<file path="config.mk">
export PLATFORM = sky130hd
export DESIGN_NAME = multi_stream_synchronizer_v2_flat
export DESIGN_NICKNAME = d
export VERILOG_FILES = /design/src/rtl/multi_stream_synchronizer_v2_if.sv /design/src/rtl/multi_stream_synchronizer_v2.sv /design/src/flat_wrapper.sv
export SDC_FILE = /design/constraint.sdc
export NUM_CORES = 1
export LEC_CHECK = 0
export ABC_AREA = 1
export BUFFER_PORTS_ARGS = -buffer_cell sky130_fd_sc_hd__buf_4
export CAP_MARGIN = 20
export CORE_UTILIZATION = 63
export CTS_BUF_LIST = sky130_fd_sc_hd__clkbuf_8
export DETAILED_ROUTE_END_ITERATION = 8
export PLACE_DENSITY = 0.82
export REMOVE_ABC_BUFFERS = 1
export SYNTH_ARGS = -nofsm -noshare
export SYNTH_HDL_FRONTEND = slang
export SYNTH_SLANG_ARGS = --single-unit
</file>
<file path="constraint.sdc">
create_clock -name clk -period 5.9 [get_ports clk]
set_input_delay 0.295 -clock clk [delete_from_list [all_inputs] [get_ports clk]]
set_output_delay 0.295 -clock clk [all_outputs]
set_load 0.02 [all_outputs]
</file>
<file path="src/rtl/multi_stream_synchronizer_v2_if.sv">
// rtl/multi_stream_synchronizer_v2_if.sv - write/read control bundle for the multi-stream synchronizer
interface multi_stream_synchronizer_v2_if #(
    parameter int DEPTH_LOG2  = 9,
    parameter int NUM_STREAMS = 20
);
    logic [NUM_STREAMS-1:0]            writes;
    logic [DEPTH_LOG2*NUM_STREAMS-1:0] writeAddrs;
    logic [NUM_STREAMS-1:0]            writeAccepted;
    logic [NUM_STREAMS-1:0]            almostFulls;
    logic [NUM_STREAMS-1:0]            overflow;
    logic                              flush;
    logic                              slowDown;
    logic                              readEnable;
    logic [DEPTH_LOG2-1:0]             readAddr;
    logic                              readsPending;

    // Producer/consumer side: drives write strobes and read-flow controls.
    modport master (
        output writes,
        output flush,
        output slowDown,
        input  writeAddrs,
        input  writeAccepted,
        input  almostFulls,
        input  overflow,
        input  readEnable,
        input  readAddr,
        input  readsPending
    );

    // Synchronizer side: owns all pointers and read strobes.
    modport slave (
        input  writes,
        input  flush,
        input  slowDown,
        output writeAddrs,
        output writeAccepted,
        output almostFulls,
        output overflow,
        output readEnable,
        output readAddr,
        output readsPending
    );
endinterface

</file>
<file path="src/rtl/multi_stream_synchronizer_v2.sv">
// rtl/multi_stream_synchronizer_v2.sv - shared-read-pointer address generator for NUM_STREAMS write streams
module multi_stream_synchronizer_v2 #(
    parameter int DEPTH_LOG2         = 9,
    parameter int NUM_STREAMS        = 20,
    parameter int ALMOST_FULL_MARGIN = 16,
    parameter int READ_PERIOD        = 3,
    parameter int READ_PIPE          = 2
) (
    input  logic                       clk,
    input  logic                       rst_n,
    multi_stream_synchronizer_v2_if.slave bus
);
    localparam int CNT_W = (READ_PERIOD > 1) ? $clog2(READ_PERIOD) : 1;
    localparam logic [DEPTH_LOG2-1:0] PTR_ONE   = DEPTH_LOG2'(1);
    localparam logic [DEPTH_LOG2-1:0] AF_MARGIN = DEPTH_LOG2'(ALMOST_FULL_MARGIN);
    localparam logic [CNT_W-1:0]      CNT_ONE   = CNT_W'(1);
    localparam logic [CNT_W-1:0]      CNT_LAST  = CNT_W'(READ_PERIOD - 1);

    logic [DEPTH_LOG2-1:0] wr_addr_q [NUM_STREAMS];
    logic [DEPTH_LOG2-1:0] wr_addr_d [NUM_STREAMS];
    logic [DEPTH_LOG2-1:0] rd_ptr_q;
    logic [DEPTH_LOG2-1:0] rd_ptr_d;
    logic [NUM_STREAMS-1:0] has_data_q;
    logic [NUM_STREAMS-1:0] has_data_d;
    logic [NUM_STREAMS-1:0] almost_full_q;
    logic [NUM_STREAMS-1:0] almost_full_d;
    logic [NUM_STREAMS-1:0] overflow_q;
    logic [NUM_STREAMS-1:0] overflow_d;
    logic [CNT_W-1:0]       cnt_q;
    logic [CNT_W-1:0]       cnt_d;
    logic [READ_PIPE-1:0]   pipe_valid_q;
    logic [READ_PIPE-1:0]   pipe_valid_d;
    logic [DEPTH_LOG2-1:0]  pipe_addr_q [READ_PIPE];
    logic [DEPTH_LOG2-1:0]  pipe_addr_d [READ_PIPE];

    logic [DEPTH_LOG2-1:0]  free_slots [NUM_STREAMS];
    logic [NUM_STREAMS-1:0] full;
    logic [NUM_STREAMS-1:0] accepted;
    logic                   issue;

    // Free space per stream with one slot kept empty; full when nothing is free.
    always_comb begin
        full     = '0;
        accepted = '0;
        for (int i = 0; i < NUM_STREAMS; i++) begin
            free_slots[i] = rd_ptr_q - wr_addr_q[i] - PTR_ONE;
            full[i]       = (free_slots[i] == '0);
            accepted[i]   = bus.writes[i] && !full[i] && !bus.flush;
        end
    end

    // A read goes out only on the cadence slot, when allowed, and when every stream holds an element.
    always_comb begin
        issue    = (cnt_q == '0) && !bus.slowDown && !bus.flush && (&has_data_q);
        rd_ptr_d = issue ? (rd_ptr_q + PTR_ONE) : rd_ptr_q;
    end

    // Per-stream pointer, occupancy, almost-full and sticky overflow next state.
    always_comb begin
        wr_addr_d     = wr_addr_q;
        has_data_d    = '0;
        almost_full_d = '0;
        overflow_d    = overflow_q;
        for (int i = 0; i < NUM_STREAMS; i++) begin
            if (bus.flush) begin
                wr_addr_d[i] = rd_ptr_q;
            end else if (accepted[i]) begin
                wr_addr_d[i] = wr_addr_q[i] + PTR_ONE;
            end
            // Compare against the post-issue read pointer so back-to-back reads never overrun.
            has_data_d[i]    = !bus.flush && ((wr_addr_q[i] - rd_ptr_d) != '0);
            almost_full_d[i] = (free_slots[i] < AF_MARGIN);
            if (bus.writes[i] && full[i] && !bus.flush) begin
                overflow_d[i] = 1'b1;
            end
        end
    end

    // Free-running cadence counter 0..READ_PERIOD-1.
    always_comb begin
        cnt_d = (cnt_q == CNT_LAST) ? '0 : (cnt_q + CNT_ONE);
    end

    // Read pipe: addresses only advance alongside a valid so readAddr holds between reads.
    always_comb begin
        pipe_valid_d    = '0;
        pipe_addr_d     = pipe_addr_q;
        pipe_valid_d[0] = issue;
        if (issue) begin
            pipe_addr_d[0] = rd_ptr_q;
        end
        for (int k = 1; k < READ_PIPE; k++) begin
            pipe_valid_d[k] = pipe_valid_q[k-1];
            if (pipe_valid_q[k-1]) begin
                pipe_addr_d[k] = pipe_addr_q[k-1];
            end
        end
    end

    // State registers with synchronous active-low reset.
    always_ff @(posedge clk) begin
        if (!rst_n) begin
            for (int i = 0; i < NUM_STREAMS; i++) begin
                wr_addr_q[i] <= '0;
            end
            for (int k = 0; k < READ_PIPE; k++) begin
                pipe_addr_q[k] <= '0;
            end
            rd_ptr_q      <= '0;
            has_data_q    <= '0;
            almost_full_q <= '0;
            overflow_q    <= '0;
            cnt_q         <= '0;
            pipe_valid_q  <= '0;
        end else begin
            wr_addr_q     <= wr_addr_d;
            pipe_addr_q   <= pipe_addr_d;
            rd_ptr_q      <= rd_ptr_d;
            has_data_q    <= has_data_d;
            almost_full_q <= almost_full_d;
            overflow_q    <= overflow_d;
            cnt_q         <= cnt_d;
            pipe_valid_q  <= pipe_valid_d;
        end
    end

    // Flatten per-stream write addresses onto the shared bus.
    always_comb begin
        bus.writeAddrs = '0;
        for (int i = 0; i < NUM_STREAMS; i++) begin
            bus.writeAddrs[i*DEPTH_LOG2 +: DEPTH_LOG2] = wr_addr_q[i];
        end
    end

    assign bus.writeAccepted = accepted;
    assign bus.almostFulls   = almost_full_q;
    assign bus.overflow      = overflow_q;
    assign bus.readEnable    = pipe_valid_q[READ_PIPE-1];
    assign bus.readAddr      = pipe_addr_q[READ_PIPE-1];
    assign bus.readsPending  = |pipe_valid_q;
endmodule
</file>
<file path="src/flat_wrapper.sv">
// flat-port wrapper written by rule: the top's interface ports become plain ports
module multi_stream_synchronizer_v2_flat 
#(
    parameter int DEPTH_LOG2         = 9,
    parameter int NUM_STREAMS        = 20,
    parameter int ALMOST_FULL_MARGIN = 16,
    parameter int READ_PERIOD        = 3,
    parameter int READ_PIPE          = 2
)
  (clk, rst_n, bus_writes, bus_flush, bus_slowDown, bus_writeAddrs, bus_writeAccepted, bus_almostFulls, bus_overflow, bus_readEnable, bus_readAddr, bus_readsPending);
  multi_stream_synchronizer_v2_if #(.DEPTH_LOG2(DEPTH_LOG2), .NUM_STREAMS(NUM_STREAMS)) bus_i ();
  input  logic clk;
  input  logic rst_n;
  input wire logic [$bits(bus_i.writes)-1:0] bus_writes;
  input wire logic [$bits(bus_i.flush)-1:0] bus_flush;
  input wire logic [$bits(bus_i.slowDown)-1:0] bus_slowDown;
  output wire logic [$bits(bus_i.writeAddrs)-1:0] bus_writeAddrs;
  output wire logic [$bits(bus_i.writeAccepted)-1:0] bus_writeAccepted;
  output wire logic [$bits(bus_i.almostFulls)-1:0] bus_almostFulls;
  output wire logic [$bits(bus_i.overflow)-1:0] bus_overflow;
  output wire logic [$bits(bus_i.readEnable)-1:0] bus_readEnable;
  output wire logic [$bits(bus_i.readAddr)-1:0] bus_readAddr;
  output wire logic [$bits(bus_i.readsPending)-1:0] bus_readsPending;
  assign bus_i.writes = bus_writes;
  assign bus_i.flush = bus_flush;
  assign bus_i.slowDown = bus_slowDown;
  assign bus_writeAddrs = bus_i.writeAddrs;
  assign bus_writeAccepted = bus_i.writeAccepted;
  assign bus_almostFulls = bus_i.almostFulls;
  assign bus_overflow = bus_i.overflow;
  assign bus_readEnable = bus_i.readEnable;
  assign bus_readAddr = bus_i.readAddr;
  assign bus_readsPending = bus_i.readsPending;
  multi_stream_synchronizer_v2 #(.DEPTH_LOG2(DEPTH_LOG2), .NUM_STREAMS(NUM_STREAMS), .ALMOST_FULL_MARGIN(ALMOST_FULL_MARGIN), .READ_PERIOD(READ_PERIOD), .READ_PIPE(READ_PIPE)) u_core (.clk(clk), .rst_n(rst_n), .bus(bus_i));
endmodule
</file>
; ---- Yosys cells after proc, flatten, opt, wreduce, memory -nomap -nowiden
; Index checks and enable logic that the tools add are counted.
; W data, S select, Z words.
[totals]
regBits = 271
in_bits = 24
[op_classes]
addsub = 82
n_lt_le_gt_ge = 20
eq_ne = 1
mux = 41
n_bitwise = 1
n_reduce_logical = 189
[ops]
columns = cell, count
row1 = $mux W9, 41
row2 = $sub A9 B9 Y9, 40
row3 = $add A9 B1 Y9 const B, 21
row4 = $logic_not A9 Y1, 20
row5 = $lt A9 B5 Y1 const B, 20
row6 = $reduce_bool A9 Y1, 20
row7 = $sub A9 B1 Y9 const B, 20
row8 = $logic_and A1 B1 Y1, 103
row9 = $reduce_bool A2 Y1, 20
row10 = $logic_not A1 Y1, 22
row11 = $reduce_and A20 Y1, 1
row12 = $reduce_or A2 Y1, 2
row13 = $add A2 B1 Y2 const B, 1
row14 = $eq A2 B2 Y1 const B, 1
row15 = $logic_not A2 Y1, 1
row16 = $not A1 Y1, 1

; ---- Longest topological paths before layout
[logic_depth]
ltp_word = 8
depth_mapped = 27

; ---- Worst setup path before layout
; Ideal clock, no wire load.
[synth_timing]
kind = reg2reg
from = register u_core.rd_ptr_q[1]
to = register u_core.has_data_q[15]
setup_time_ns = 0.129
t_arrival_ns = 4.456
slack_ns = 1.315
path_stages_with_launch = 18
path_buffers = 0
cell_sequence = dfxtp_1 > ha_1 > nand2_1 > nor2_4 > nand2_1 > nor2_1 > xor2_1 > ha_1 > inv_1 > o21bai_1 > nor2_1 > nand2_1 > nand2_1 > nand2_1 > nor2_1 > nand3_1 > nor2_1 > nor2_1
[synth_between]
elab_chain_cells = 5
[synth_lines]
columns = item, line
row1 = start: declaration, multi_stream_synchronizer_v2.sv:21  ; logic [DEPTH_LOG2-1:0] rd_ptr_q;
row2 = start signal: assignment, multi_stream_synchronizer_v2.sv:118  ; rd_ptr_q <= rd_ptr_d;
row3 = $add A9 B1 Y9, multi_stream_synchronizer_v2.sv:55  ; rd_ptr_d = issue ? (rd_ptr_q + PTR_ONE) : rd_ptr_q;
row4 = $mux W9 (*), multi_stream_synchronizer_v2.sv:55
row5 = $sub A9 B9 Y9 (*), multi_stream_synchronizer_v2.sv:71  ; has_data_d[i] = !bus.flush && ((wr_addr_q[i] - rd_ptr_d) != '0);
row6 = $reduce_bool A9 Y1 (*), multi_stream_synchronizer_v2.sv:71
row7 = $logic_and A1 B1 Y1 (*), multi_stream_synchronizer_v2.sv:71
row8 = end signal: assignment, multi_stream_synchronizer_v2.sv:119  ; has_data_q <= has_data_d;
row9 = end: declaration, multi_stream_synchronizer_v2.sv:23  ; logic [NUM_STREAMS-1:0] has_data_q;
; Mark *: on every way between the ends. The rest lies on a longest branch, timed or not.
; A chain may end at the register's enable or synchronous reset.

; ---- Worst setup path after layout
[layout_timing]
from = register u_core.rd_ptr_q[2]
to = output port bus_writeAccepted[4]
[layout_between]
elab_chain_cells = 6
[layout_lines]
columns = item, line
row1 = $sub A9 B9 Y9, multi_stream_synchronizer_v2.sv:46  ; free_slots[i] = rd_ptr_q - wr_addr_q[i] - PTR_ONE;
row2 = $sub A9 B1 Y9, multi_stream_synchronizer_v2.sv:46
row3 = $logic_not A9 Y1, multi_stream_synchronizer_v2.sv:47  ; full[i] = (free_slots[i] == '0);
row4 = $logic_not A1 Y1, multi_stream_synchronizer_v2.sv:48  ; accepted[i] = bus.writes[i] && !full[i] && !bus.flush;
row5 = $logic_and A1 B1 Y1 (2 in a row), multi_stream_synchronizer_v2.sv:48
row6 = end: declaration, flat_wrapper.sv:18  ; output wire logic [$bits(bus_i.writeAccepted)-1:0] bus_writeAccepted;
; Every way passes these cells.

==> metrics.md <==
| Metric | Value |
|---|---|
| Initial core utilization | `64.2%` |
| Synth Area per Inst | `6.19 sq um` |
| Total track usage | `41.2%` |
| Cell count after synthesis | `4734` |
| Synth area leaders | `dfxtp_1, nand2_1, ha_1` |
| CP peak stage delay | `810 ps` |
| Slew Limit Fails | `0` |
| Hold Fails Final Rpt | `0` |
| Die Area | `47400 sq um` |
| Worst skew pair latency | `680 ps` |
| TritonCTS clock tree | `yes` |
| # rows | `78` |
| Via density | `a little under 6` |
| Outcome | `completed` |
| Worst min path class | `input port to register` |
| Detail Route Antenna Nets | `0` |
| RD Place Congestion | `between 0.9 and 1` |
| Worst slew pin tran | `between 1000 and 1500 ps` |
| Die width | `218 um` |
| Post-synthesis cell type count | `48` |
| Crit path launch type | `register` |
| Post-synth EDFFs | `0` |
| Setup CP Type | `register to output pin` |
| First-pass GRT wire length | `154 mm` |
| Unrepaired setup endpoints after global routing | `false` |
| CTS sink cnt | `271` |
| FILL cells | `4121` |
| Number of top-level pins | `275` |
| Largest net degree at the start of global routing | `97` |
| Hold Crit Depth | `4` |
| Pwr/cell area | `133 nW/um^2` |
| Post-Syn Area | `29300 sq um` |
| CTS Buf Count | `49` |
| Post-Place Cell Area | `31700 sq um` |
| Design Area, Final | `32900 sq um` |
| Setup Skew | `38.3 ps` |
| Final TNS setup | `0 ps` |
| R2R depth | `24` |
| Synth Flop Type | `dfxtp_1` |
| IO buf count | `274` |
| HPWL after detailed placement | `just under 70 mm` |
| CP delay by family, top | `compound AO/OA/AOI/OAI gates` |
| F_max | `217 MHz` |
| Ys Warns | `0` |
| Worst-path clk slew | `70 ps` |
| Cell taking the most area after synthesis | `dfxtp_1` |
| CP max FO | `18` |
| Clk buf depth | `3` |
| DR DRC count | `0` |
| Synth async-reset ratio | `0%` |
| Vias in the first global route | `29.2k` |
| Chip height | `218 um` |
| Period utilization | `about four fifths` |
| Total wire length | `100 mm` |
| Worst slew margin | `18.8%` |
| Core Footprint | `45700 sq um` |
| Pre-antenna DRT Iters | `7` |
| P_leak | `16.8 nW` |
| Post-synthesis sequential area ratio | `18.5%` |
| Max Cap Viol | `0` |
| Drt initial violations | `3308` |
| Layout cells sized above 1 | `11.6%` |
| Worst Path Arrival | `4310 ps` |
| Root buf cell | `clkbuf_8` |
| Cell Count, Final, Fillers Out | `5611` |
| Min cycle time layout | `4610 ps` |
| Final net count | `5259` |
| Area growth syn-to-layout | `12.4%` |
| WL/cell | `17.9 um` |
| Placed cells | `5505` |
| CP max-delay cell | `dfxtp_2` |
| Routed vias | `between 30k and 40k` |
| Worst path bufs/invs | `4` |
| H-tree depth | `2` |
| Final setup fails | `0` |
| Worst path depth | `12` |
| Crit-path cells | `buf_4, ha_1, a21o_1, a31oi_1, o21ai_0, a2111oi_0, nand3_1, nand2_1, inv_1, nand2_1, inv_1, buf_4` |
| Worst VDD drop | `153 uV` |
| Initial antenna violation count | `2` |
| Synth top area share | `18.5%` |
| CP required | `5610 ps` |
| Grt total ovfl | `0` |
| Synth Register Bits | `271` |
| Crit end category | `output pin` |
path summary, 6_finish.rpt:
path,to,slack [ps],from
setup / recovery,bus_writeAccepted[4],1290,u_core.rd_ptr_q[2]
hold / removal,u_core.bus.overflow[17],10,bus_writes[17]
setup reg to reg,u_core.has_data_q[1],1740,u_core.cnt_q[0]
hold reg to reg,u_core.cnt_q[0],430,u_core.cnt_q[0]
cells by family (layout without fill, tap and decap cells):
logic type | Yosys count | count (layout) | share of synthesized area, %
AO/OA/AOI/OAI | 660 | 660 | 12.8
AND/OR/NAND/NOR | 2557 | 2557 | 38.4
adder cells (fa/ha/maj) | 263 | 263 | 11.7
other | 0 | 1 | 0
flip-flops | 271 | 271 | 18.5
XOR/XNOR | 313 | 313 | 9.35
buffers and inverters | 670 | 946 | 9.25
power breakdown:
group	leakage, nW	switching, W	internal (W)
Clock	0.587	0.000897	0.00107
Sequential	2.20	0.0000459	0.00186
Combinational	14.0	0.000334	0.000160
Total	16.8	0.00128	0.00309
per-layer routing:
metal | track usage (%) | part of all wire (%) | up-vias
li1 | - | - | 15892
met1 | 53.4 | 40 | 14702
met2 | 64.9 | 43 | 1653
met3 | 7.59 | 11 | 381
met4 | 21.9 | 5.9 | 2
met5 | 0 | 0.020 | -
cell usage in the layout, fill, tap and decap left out, drive strengths merged, types with 15 or more instances in the layout:
| master | n |
|---|---|
| dfxtp | 271 |
| inv | 547 |
| nand2 | 1482 |
| xnor2 | 68 |
| a21o | 27 |
| xor2 | 245 |
| o21bai | 53 |
| a31oi | 17 |
| nand3b | 47 |
| nand4 | 48 |
| o31ai | 15 |
| dlygate4sd3 | 16 |
| o21a | 20 |
| o21ai | 232 |
| buf | 305 |
| ha | 243 |
| nor2 | 422 |
| nor4 | 16 |
| nand3 | 491 |
| a221oi | 19 |
| a21oi | 273 |
| nor3 | 33 |
| clkbuf | 65 |
| fa | 20 |
cell usage after synthesis, types with 17 or more instances:
library cell	instances
o21bai_1	53
a21o_1	27
o21ai_0	206
xnor2_1	68
a31oi_1	17
nand3_1	483
dfxtp_1	271
inv_1	516
nand4_1	43
nand2_4	20
ha_1	243
nand3b_1	47
nand2_1	1376
inv_2	19
nor2_2	27
xor2_1	245
a221oi_1	19
a21oi_1	268
o21ai_1	18
nor3_1	33
o21a_1	20
nand2_2	86
clkbuf_1	94
nor2_1	388
fa_1	20
worst reg2reg max path: cells and delay by family, from the launching register on:
kind	cells	cell delay (ps)
AO/OA/AOI/OAI	2	260
adder cells (fa/ha/maj)	2	360
buffers and inverters	6	1460
flip-flops	1	310
AND/OR/NAND/NOR	14	1610
per-stage QoR:
step	total power [W]	utilization, %	setup slack, ps	hold WS, ps
floorplan	0.00223	-	641	393
global placement	0.00241	69.5	1860	411
detailed placement	0.00242	69.5	1840	415
CTS	0.00436	72.1	1410	3.41
global route	0.00451	72.1	1190	30.9
finish	0.00437	72.1	1290	12.4
sequential cells by signal (all words and copies together), names as in the netlist:
name and flops:
u_core.bus.writeAddrs 180, u_core.bus.almostFulls 20, u_core.bus.overflow 20, u_core.has_data_q 20, u_core.bus.readAddr 9, u_core.pipe_addr_q 9
u_core.rd_ptr_q 9, u_core.cnt_q 2, u_core.pipe_valid_q 2
layout make-up:
type	count	area (sq um)	area share [%]
multi-input combinational	3793	21200	64.4
sequential	271	5440	16.5
timing repair buffer	321	2450	7.44
inverter	536	2020	6.15
clock buffer	65	895	2.72
tap	600	751	2.28
clock inverter	24	163	0.494
antenna	1	2.50	0.00760
what timing repair did:
action / 4_1_cts / 5_1_grt
buffers inserted: 0 / 0
gates resized for setup: 0 / 0
hold buffers: 16 / 0
endpoints found under the hold margin: 16 / 0
(Power assumes the default switching activity.)
